**src/rtl/tt_ovi_cmpl_pkg.sv**
```systemverilog
`default_nettype none
// ----------------------------------------------------------------------------
// tt_ovi_cmpl_pkg : completion entry type and widths shared with the memop SB
// Revision: 1.0
// ----------------------------------------------------------------------------
package tt_ovi_cmpl_pkg;

    localparam int SB_ID_W  = 5;
    localparam int DATA_W   = 64;
    localparam int FFLAGS_W = 5;

    typedef struct packed {
        logic [SB_ID_W-1:0]  sb_id;
        logic [DATA_W-1:0]   dest_reg;
        logic [FFLAGS_W-1:0] fflags;
        logic                vxsat;
    } cmpl_entry_t;

    localparam int CMPL_ENTRY_W = $bits(cmpl_entry_t);

endpackage
`default_nettype wire

```
**src/rtl/tt_cmpl_fifo_2w1r.sv**
```systemverilog
`default_nettype none
// ----------------------------------------------------------------------------
// tt_cmpl_fifo_2w1r : DEPTH-entry completion FIFO, two write ports, one read
// Revision: 1.0
// ----------------------------------------------------------------------------
module tt_cmpl_fifo_2w1r
    import tt_ovi_cmpl_pkg::*;
#(
    parameter int DEPTH = 8
) (
    input  logic                    clk,
    input  logic                    reset_n,
    input  logic                    i_wr0_valid,
    input  logic [CMPL_ENTRY_W-1:0] i_wr0_data,
    input  logic                    i_wr1_valid,
    input  logic [CMPL_ENTRY_W-1:0] i_wr1_data,
    input  logic                    i_rd_en,
    output logic [CMPL_ENTRY_W-1:0] o_head,
    output logic [$clog2(DEPTH):0]  o_cnt,
    output logic                    o_drop
);

    localparam int PTR_W = $clog2(DEPTH);
    localparam int CNT_W = PTR_W + 1;

    cmpl_entry_t      mem_q [DEPTH];
    cmpl_entry_t      mem_d [DEPTH];
    logic [PTR_W-1:0] wr_ptr_q;
    logic [PTR_W-1:0] wr_ptr_d;
    logic [PTR_W-1:0] rd_ptr_q;
    logic [PTR_W-1:0] rd_ptr_d;
    logic [CNT_W-1:0] cnt_q;
    logic [CNT_W-1:0] cnt_d;

    logic [CNT_W-1:0] w_space;
    logic [PTR_W-1:0] w_wp;
    logic             w_pop;
    logic             w_acc0;
    logic             w_acc1;

    always_comb begin
        mem_d   = mem_q;
        w_pop   = i_rd_en && (cnt_q != '0);
        // A pop this cycle frees a slot for the same-cycle writes.
        w_space = CNT_W'(DEPTH) - cnt_q + CNT_W'(w_pop);
        w_acc0  = i_wr0_valid && (w_space != '0);
        w_acc1  = i_wr1_valid && (w_space > CNT_W'(w_acc0));
        w_wp    = wr_ptr_q;
        if (w_acc0) begin
            mem_d[w_wp] = i_wr0_data;
            w_wp        = w_wp + 1'b1;
        end
        if (w_acc1) begin
            mem_d[w_wp] = i_wr1_data;
            w_wp        = w_wp + 1'b1;
        end
        wr_ptr_d = w_wp;
        rd_ptr_d = rd_ptr_q + PTR_W'(w_pop);
        cnt_d    = cnt_q + CNT_W'(w_acc0) + CNT_W'(w_acc1) - CNT_W'(w_pop);
        o_drop   = (i_wr0_valid && !w_acc0) || (i_wr1_valid && !w_acc1);
    end

    always_ff @(posedge clk or negedge reset_n) begin
        if (!reset_n) begin
            mem_q    <= '{default: '0};
            wr_ptr_q <= '0;
            rd_ptr_q <= '0;
            cnt_q    <= '0;
        end else begin
            mem_q    <= mem_d;
            wr_ptr_q <= wr_ptr_d;
            rd_ptr_q <= rd_ptr_d;
            cnt_q    <= cnt_d;
        end
    end

    assign o_head = mem_q[rd_ptr_q];
    assign o_cnt  = cnt_q;

endmodule
`default_nettype wire

```
**src/rtl/tt_ovi_completion_merge.sv**
```systemverilog
`default_nettype none
// ----------------------------------------------------------------------------
// tt_ovi_completion_merge : merges memop and vex completions onto OVI completed
// Revision: 1.0
// ----------------------------------------------------------------------------
module tt_ovi_completion_merge #(
    parameter int DEPTH    = 8,
    parameter int SB_ID_W  = tt_ovi_cmpl_pkg::SB_ID_W,
    parameter int DATA_W   = tt_ovi_cmpl_pkg::DATA_W,
    parameter int FFLAGS_W = tt_ovi_cmpl_pkg::FFLAGS_W
) (
    input  logic                     clk,
    input  logic                     reset_n,
    input  logic                     i_mem_cmpl_valid,
    input  logic [SB_ID_W-1:0]       i_mem_cmpl_sb_id,
    input  logic [FFLAGS_W-1:0]      i_mem_cmpl_fflags,
    input  logic [DATA_W-1:0]        i_mem_cmpl_dest_reg,
    input  logic                     i_vex_cmpl_valid,
    input  logic [SB_ID_W-1:0]       i_vex_cmpl_sb_id,
    input  logic [FFLAGS_W-1:0]      i_vex_cmpl_fflags,
    input  logic [DATA_W-1:0]        i_vex_cmpl_dest_reg,
    input  logic                     i_vex_cmpl_vxsat,
    output logic                     o_completed_valid,
    output logic [SB_ID_W-1:0]       o_completed_sb_id,
    output logic [FFLAGS_W-1:0]      o_completed_fflags,
    output logic [DATA_W-1:0]        o_completed_dest_reg,
    output logic                     o_completed_vxsat,
    output logic [$clog2(DEPTH):0]   o_pending_cnt,
    output logic                     o_overflow,
    output logic                     o_dup_err
);

    import tt_ovi_cmpl_pkg::*;

    localparam int CNT_W = $clog2(DEPTH) + 1;

    cmpl_entry_t      w_mem_entry;
    cmpl_entry_t      w_vex_entry;
    cmpl_entry_t      w_head;
    cmpl_entry_t      w_wr0_entry;
    cmpl_entry_t      w_wr1_entry;
    logic             w_wr0_valid;
    logic             w_wr1_valid;
    logic             w_rd_en;
    logic             w_drop;
    logic [CNT_W-1:0] w_fifo_cnt;

    logic             out_valid_q;
    logic             out_valid_d;
    cmpl_entry_t      out_entry_q;
    cmpl_entry_t      out_entry_d;
    logic             overflow_q;
    logic             overflow_d;
    logic             dup_err_q;
    logic             dup_err_d;

    always_comb begin
        w_mem_entry = '{sb_id: i_mem_cmpl_sb_id, dest_reg: i_mem_cmpl_dest_reg,
                        fflags: i_mem_cmpl_fflags, vxsat: 1'b0};
        w_vex_entry = '{sb_id: i_vex_cmpl_sb_id, dest_reg: i_vex_cmpl_dest_reg,
                        fflags: i_vex_cmpl_fflags, vxsat: i_vex_cmpl_vxsat};
    end

    // Oldest pending item goes to the output register; younger arrivals queue
    // behind the FIFO contents with mem ahead of vex.
    always_comb begin
        out_valid_d = 1'b0;
        out_entry_d = out_entry_q;
        w_rd_en     = 1'b0;
        w_wr0_valid = 1'b0;
        w_wr0_entry = w_vex_entry;
        w_wr1_valid = 1'b0;
        w_wr1_entry = w_vex_entry;
        if (w_fifo_cnt != '0) begin
            w_rd_en     = 1'b1;
            out_valid_d = 1'b1;
            out_entry_d = w_head;
            w_wr0_valid = i_mem_cmpl_valid || i_vex_cmpl_valid;
            w_wr0_entry = i_mem_cmpl_valid ? w_mem_entry : w_vex_entry;
            w_wr1_valid = i_mem_cmpl_valid && i_vex_cmpl_valid;
        end else begin
            out_valid_d = i_mem_cmpl_valid || i_vex_cmpl_valid;
            if (i_mem_cmpl_valid) begin
                out_entry_d = w_mem_entry;
            end else if (i_vex_cmpl_valid) begin
                out_entry_d = w_vex_entry;
            end
            w_wr0_valid = i_mem_cmpl_valid && i_vex_cmpl_valid;
        end
        overflow_d = overflow_q || w_drop;
        dup_err_d  = dup_err_q || (i_mem_cmpl_valid && i_vex_cmpl_valid &&
                                   (i_mem_cmpl_sb_id == i_vex_cmpl_sb_id));
    end

    tt_cmpl_fifo_2w1r #(
        .DEPTH (DEPTH)
    ) u_fifo (
        .clk         (clk),
        .reset_n     (reset_n),
        .i_wr0_valid (w_wr0_valid),
        .i_wr0_data  (w_wr0_entry),
        .i_wr1_valid (w_wr1_valid),
        .i_wr1_data  (w_wr1_entry),
        .i_rd_en     (w_rd_en),
        .o_head      (w_head),
        .o_cnt       (w_fifo_cnt),
        .o_drop      (w_drop)
    );

    always_ff @(posedge clk or negedge reset_n) begin
        if (!reset_n) begin
            out_valid_q <= 1'b0;
            out_entry_q <= '0;
            overflow_q  <= 1'b0;
            dup_err_q   <= 1'b0;
        end else begin
            out_valid_q <= out_valid_d;
            out_entry_q <= out_entry_d;
            overflow_q  <= overflow_d;
            dup_err_q   <= dup_err_d;
        end
    end

    assign o_completed_valid    = out_valid_q;
    assign o_completed_sb_id    = out_entry_q.sb_id;
    assign o_completed_fflags   = out_entry_q.fflags;
    assign o_completed_dest_reg = out_entry_q.dest_reg;
    assign o_completed_vxsat    = out_entry_q.vxsat;
    assign o_pending_cnt        = w_fifo_cnt;
    assign o_overflow           = overflow_q;
    assign o_dup_err            = dup_err_q;

endmodule
`default_nettype wire

```
**config.mk**
```make
export PLATFORM = sky130hd
export DESIGN_NAME = tt_ovi_completion_merge
export DESIGN_NICKNAME = d
export VERILOG_FILES = /design/src/rtl/tt_ovi_cmpl_pkg.sv /design/src/rtl/tt_cmpl_fifo_2w1r.sv /design/src/rtl/tt_ovi_completion_merge.sv
export SDC_FILE = /design/constraint.sdc
export NUM_CORES = 2
export LEC_CHECK = 0
export CELL_PAD_IN_SITES_DETAIL_PLACEMENT = 1
export CELL_PAD_IN_SITES_GLOBAL_PLACEMENT = 2
export CORE_MARGIN = 10
export CORE_UTILIZATION = 42
export CTS_CLUSTER_DIAMETER = 150
export DETAILED_ROUTE_END_ITERATION = 10
export PLACE_DENSITY = 0.79
export SYNTH_ARGS = -nofsm -noshare
export SYNTH_HDL_FRONTEND = slang
export SYNTH_SLANG_ARGS = --single-unit
```
**constraint.sdc**
```tcl
create_clock -name clk -period 3.7 [get_ports clk]
set_input_delay 0.74 -clock clk [delete_from_list [all_inputs] [get_ports clk]]
set_output_delay 0.74 -clock clk [all_outputs]
set_load 0.01 [all_outputs]
```
* Word level (Yosys, flattened, before mapping)
Cells that the tools add are included.
Word-level totals: bits in registers 688, bits in latches 0, memory bits (writable) 0, memory bits (read-only) 0, input bits 153, output and inout port bits 82, logic and storage cells 100, memories kept 0
Cells by class: $add $sub $neg 8, $mul 0, div/mod/pow operators 0, order comparisons 6, eq/ne operators 1, shift-type cells 0, muxes and demuxes 22, bitwise gates (word level) 3, reductions and logical operators 18
Operator list (number):
- bitwise mux 600 bit | 2
- 2-to-1 mux 600 bit | 2
- 2-to-1 mux 75 bit | 9
- demux 75 bit (select 3 bit) | 2
- binary-select mux 75 bit (select 3 bit) | 1
- adder 4 x 1 -> 4 bit | 3
- greater-or-equal comparator 4 bit, second input constant | 3
- inverter 3 -> 4 bit | 3
- logical AND 1 bit | 9
- < comparator 4 x 1 -> 1 bit, second input constant | 2
- nonzero test 4 bit | 2
- adder 3 x 1 -> 3 bit, second input constant | 2
- 2-to-1 mux 3 bit | 2
- equality test 5 bit | 1
- > comparator 4 x 1 -> 1 bit | 1
- logical OR 1 bit | 4
- 2-to-1 mux 1 bit | 4
- subtractor 4 x 1 -> 4 bit | 1
- subtractor 4 bit, first input constant | 1
- adder 3 x 1 -> 3 bit | 1
- nonzero test 3 bit | 1
- logical NOT 1 bit | 2

* Depth between registers and ports, before layout
depth in word-level cells 14, depth in mapped cells 15, mapped depth without buffers 12

* Cells and area by module
Synthesis repeated with hierarchy kept, for this count alone.
Second synthesis, totals: cells, all modules 2875, area, all modules 40202.3 sq um
Modules (own cells, without submodules):
- tt_cmpl_fifo_2w1r | times used 1, cells each 2294, area an instance 34670.8 sq um, sequential area each 15264.6 sq um
- tt_ovi_completion_merge | times used 1, cells each 581, area an instance 5531.6 sq um, sequential area each 1951.9 sq um

* Least setup slack after synthesis
OpenSTA, ideal clock, no wires.
kind reg2reg, from reg u_fifo.cnt_q[2] (netlist: u_fifo.o_cnt[2]), to reg u_fifo.cnt_q[1] (netlist: u_fifo.o_cnt[1]), library setup time 136 ps, data arrival time 2839 ps, data required time 3564 ps, path slack 726 ps, cell stages (with the launch flop) 13, path buffers 3, clock period less this slack 2974 ps, cells stage by stage dfrtp_1 > inv_1 > ha_1 > or3b_1 > buf_2 > and2_4 > buf_6 > buf_6 > o211ai_4 > xnor2_1 > fa_1 > inv_1 > fa_1
Between the ends: word-level cells in the longest chain between the ends 10, elaborated cells between the ends (all ways) 14, classes of those cells 5 x add/sub; 1 x order compare; 3 x mux; 5 x reduce/logical
Ends and longest elaborated chain:
- start, declared | line tt_cmpl_fifo_2w1r.sv:32 | logic [CNT_W-1:0] cnt_q;
- start signal, assigned | line tt_cmpl_fifo_2w1r.sv:73 | cnt_q <= cnt_d;
- parallel branches: the longest is 9 deep, another holds subtractor 4 bit
- subtractor 4 x 1 -> 4 bit (*) | line tt_cmpl_fifo_2w1r.sv:59 | cnt_d = cnt_q + CNT_W'(w_acc0) + CNT_W'(w_acc1) - CNT_W'(w_pop);
- net u_fifo.cnt_d[1] | line tt_cmpl_fifo_2w1r.sv:33 | logic [CNT_W-1:0] cnt_d;
Mark *: on every way through the listed nets, which the timed path passes. A chain may end at the register's enable or synchronous reset.

==> summary.md <==
| Metric | Value |
|---|---|
| Critical Path Source | `u_fifo.o_cnt[1]$_DFF_PN0_` |
| Peak VDD IR | `697 µV` |
| Largest cells by area after synthesis | `dfrtp_1 (44%), mux2i_1 (19%), a2bb2oi_1 (11%), mux4_2 (8.7%), a2bb2oi_2 (3.3%)` |
| First-iteration detailed-routing DRC count | `2037` |
| FF-to-FF End | `u_fifo.mem_q[91]$_DFF_PN0_` |
| Setup crit end | `u_fifo.mem_q[91]$_DFF_PN0_` |
| Post-CTS Resized | `0` |
| Clock Latency Late Sink | `0.64 ns` |
| # diodes | `0` |
| Initial antenna violation count | `3` |
| Setup violators final | `0` |
| Net Count, Synth | `3202` |
| Leading area contributor after synthesis | `dfrtp_1` |
| Max-slew violations | `0` |
| Pin count of the biggest net entering global routing | `153` |
| Total power | `43.1 mW` |
| Max cap viols | `0` |
| #FFs+latches synth | `688` |
| Longest Clk Path Bufs | `3` |
| Minimum clock period | `3.33 ns` |
| Crit Path Class | `flop to flop` |
| Startpoint class of the critical path | `flop` |
| Worst reg2reg path depth | `9` |
| Max reg flops | `600` |
| Most frequent cells in the layout | `mux2i_1 (741), dfrtp_1 (685), a2bb2oi_1 (507)` |
| Status | `completed` |
| Top-Level Pins | `235` |
| Total iterations of the first detailed-routing run | `5` |
| H-Tree Depth | `3` |
| Worst Hold Class | `input pin to asynchronous set/reset pin` |
| Cells after synthesis | `3039` |
| Die W | `324 µm` |
| Fmax | `300 MHz` |
| CTS Buf Count | `80` |
| Fin. Hold Viols | `0` |
| Tcrit/Tclk final | `0.901` |
| Cell Rows | `111` |
| Clk_skew | `0.0270 ns` |
| Power Density | `974 mW/mm²` |
| Worst EP required | `4.24 ns` |
| Number of global-route vias before repair | `30400` |
| Synth Area per Inst | `12.8 µm²` |
| Layout cell share with drive strength beyond 1 | `0.156` |
| Die height | `324 µm` |
| Vias | `27500` |
| Leakage Power | `21.1 nW` |
| RSZ-0062 raised after global routing | `false` |
| Clk sinks | `688` |
| Core ar. | `0.0917 mm²` |
| Full die area | `0.105 mm²` |
| Post-CTS Setup Bufs | `0` |
| Yosys cell types | `53` |
| Grt ovf | `0` |
| CP arrival | `3.88 ns` |
| CTS tree | `yes` |
| Syn-to-layout area delta | `13.8%` |
| Initial Util | `0.424` |
| R2R setup slack | `0.37 ns` |
| Commonest non-fill, non-tap cell in the layout | `mux2i_1` |
| DRC | `0` |
| Post-synth top area share | `0.443` |
| Final WL | `136 mm` |
| GPL Wtd Cong | `0.765` |
| Top FF cell, synth | `dfrtp_1` |
| Synth Warn # | `0` |
| Post-synth EDFFs | `0` |
| Clock Tree Root | `clkbuf_16` |
| Vias per std cell | `6.47` |
| Hold buffers post-CTS | `0` |
| CP endpoint kind | `flop` |
| Worst slew pin tran | `1.11 ns` |
| Maximum fanout along the worst path | `27` |
| Antenna Nets Post-Route | `0` |
| Detailed Place HPWL | `76.2 mm` |
| Gr usage total | `0.255` |
| Mapped cell area | `0.0388 mm²` |
| Critical register-to-register path startpoint | `u_fifo.o_cnt[1]$_DFF_PN0_` |
| Async set-or-reset flop fraction in the synthesized netlist | `1.00` |
| Final nets | `3163` |
| IO buf count | `234` |
| First-pass GRT wire length | `203 mm` |
| Relative max-transition margin | `0.258` |
| Clock transition at path regs | `0.06 ns` |
| Seq/Total Area, Yosys | `0.443` |
| Setup TNS | `0 ns` |
| Routed length per instance | `32.0 µm` |
[through the flow]
stage | worst slack, ns | hold slack [ns] | cells | cell area [µm²] | util
floorplan | 0.726 | 0.444 | 3039 | 38800 | -
finish | 0.366 | 0.103 | 4245 | 44200 | 0.482
CTS | 0.454 | 0.101 | 4245 | 44200 | 0.482
global route | 0.189 | 0.132 | 4245 | 44200 | 0.482
global placement | 0.573 | 0.459 | 4104 | 41500 | 0.453
detailed placement | 0.507 | 0.468 | 4104 | 41500 | 0.453
[metal layers]
layer	track usage	wire length, µm
met5	0	34
met4	0.0908	4070
met3	0.0410	7800
met2	0.427	66400
met1	0.330	57700
[logic make-up (layout without fill, tap and decap cells)]
logic type / after synthesis / count (layout) / share of synthesized area
mux: 894 / 894 / 0.279
flops: 688 / 688 / 0.443
xor+xnor: 17 / 17 / 0.00383
fa+ha+maj: 11 / 11 / 0.00387
simple gates: 205 / 205 / 0.0275
other cells: 1 / 1 / 0.0000966
compound gates: 771 / 771 / 0.180
buf+inv: 452 / 472 / 0.0630
[worst min path at each step]
stage	cells past startpoint	endpoint	slack [ns]
floorplan	0	o_completed_dest_reg[0]$_DFFE_PN0P_	0.44
global placement	1	o_dup_err$_DFF_PN0_	0.46
detailed placement	1	o_dup_err$_DFF_PN0_	0.47
CTS	1	u_fifo.mem_q[24]$_DFF_PN0_	0.10
global route	1	u_fifo.mem_q[317]$_DFF_PN0_	0.13
finish	1	u_fifo.mem_q[545]$_DFF_PN0_	0.10
[critical path, stage by stage (launching register included)]
cell and delay (ns):
dfrtp_1 0.50, inv_1 0.18, ha_1 0.25, xnor2_1 0.40
o2111ai_2 0.33, buf_4 0.31, nand4_1 0.22, o21a_4 0.52
buf_12 0.31, a2bb2oi_1 0.22
[power breakdown]
group	internal (mW)	switching [mW]
Sequential	11.5	2.47
Clock	4.89	3.28
Combinational	10.3	10.6
Total	26.7	16.4
[cell usage after synthesis (3+ instances only)]
master / instances
dfrtp_1: 688
mux2i_1: 741
a21oi_1: 75
o21ai_1: 4
xnor2_1: 8
nand4_1: 3
mux4_2: 150
mux2_2: 3
xor2_1: 9
nand3_1: 11
nand2_1: 7
buf_2: 80
inv_1: 10
nand3b_1: 4
o31a_1: 4
clkbuf_1: 209
buf_12: 14
buf_1: 74
nor2_1: 86
nor3b_1: 3
ha_1: 8
buf_4: 31
a2bb2oi_2: 85
nand2b_1: 75
buf_8: 13
buf_6: 21
nor2b_1: 4
o211ai_4: 7
a211oi_1: 74
o21ai_0: 4
a2bb2oi_1: 507
[final cells by class]
cell class	instances	area [µm²]
clock buffer	124	2450
clock inverter	17	224
fill	9079	47500
inverter	10	37.5
multi-input combinational	1899	19300
sequential	688	17200
tap	1186	1480
timing repair buffer	321	3520
(Power assumes the default switching activity.)
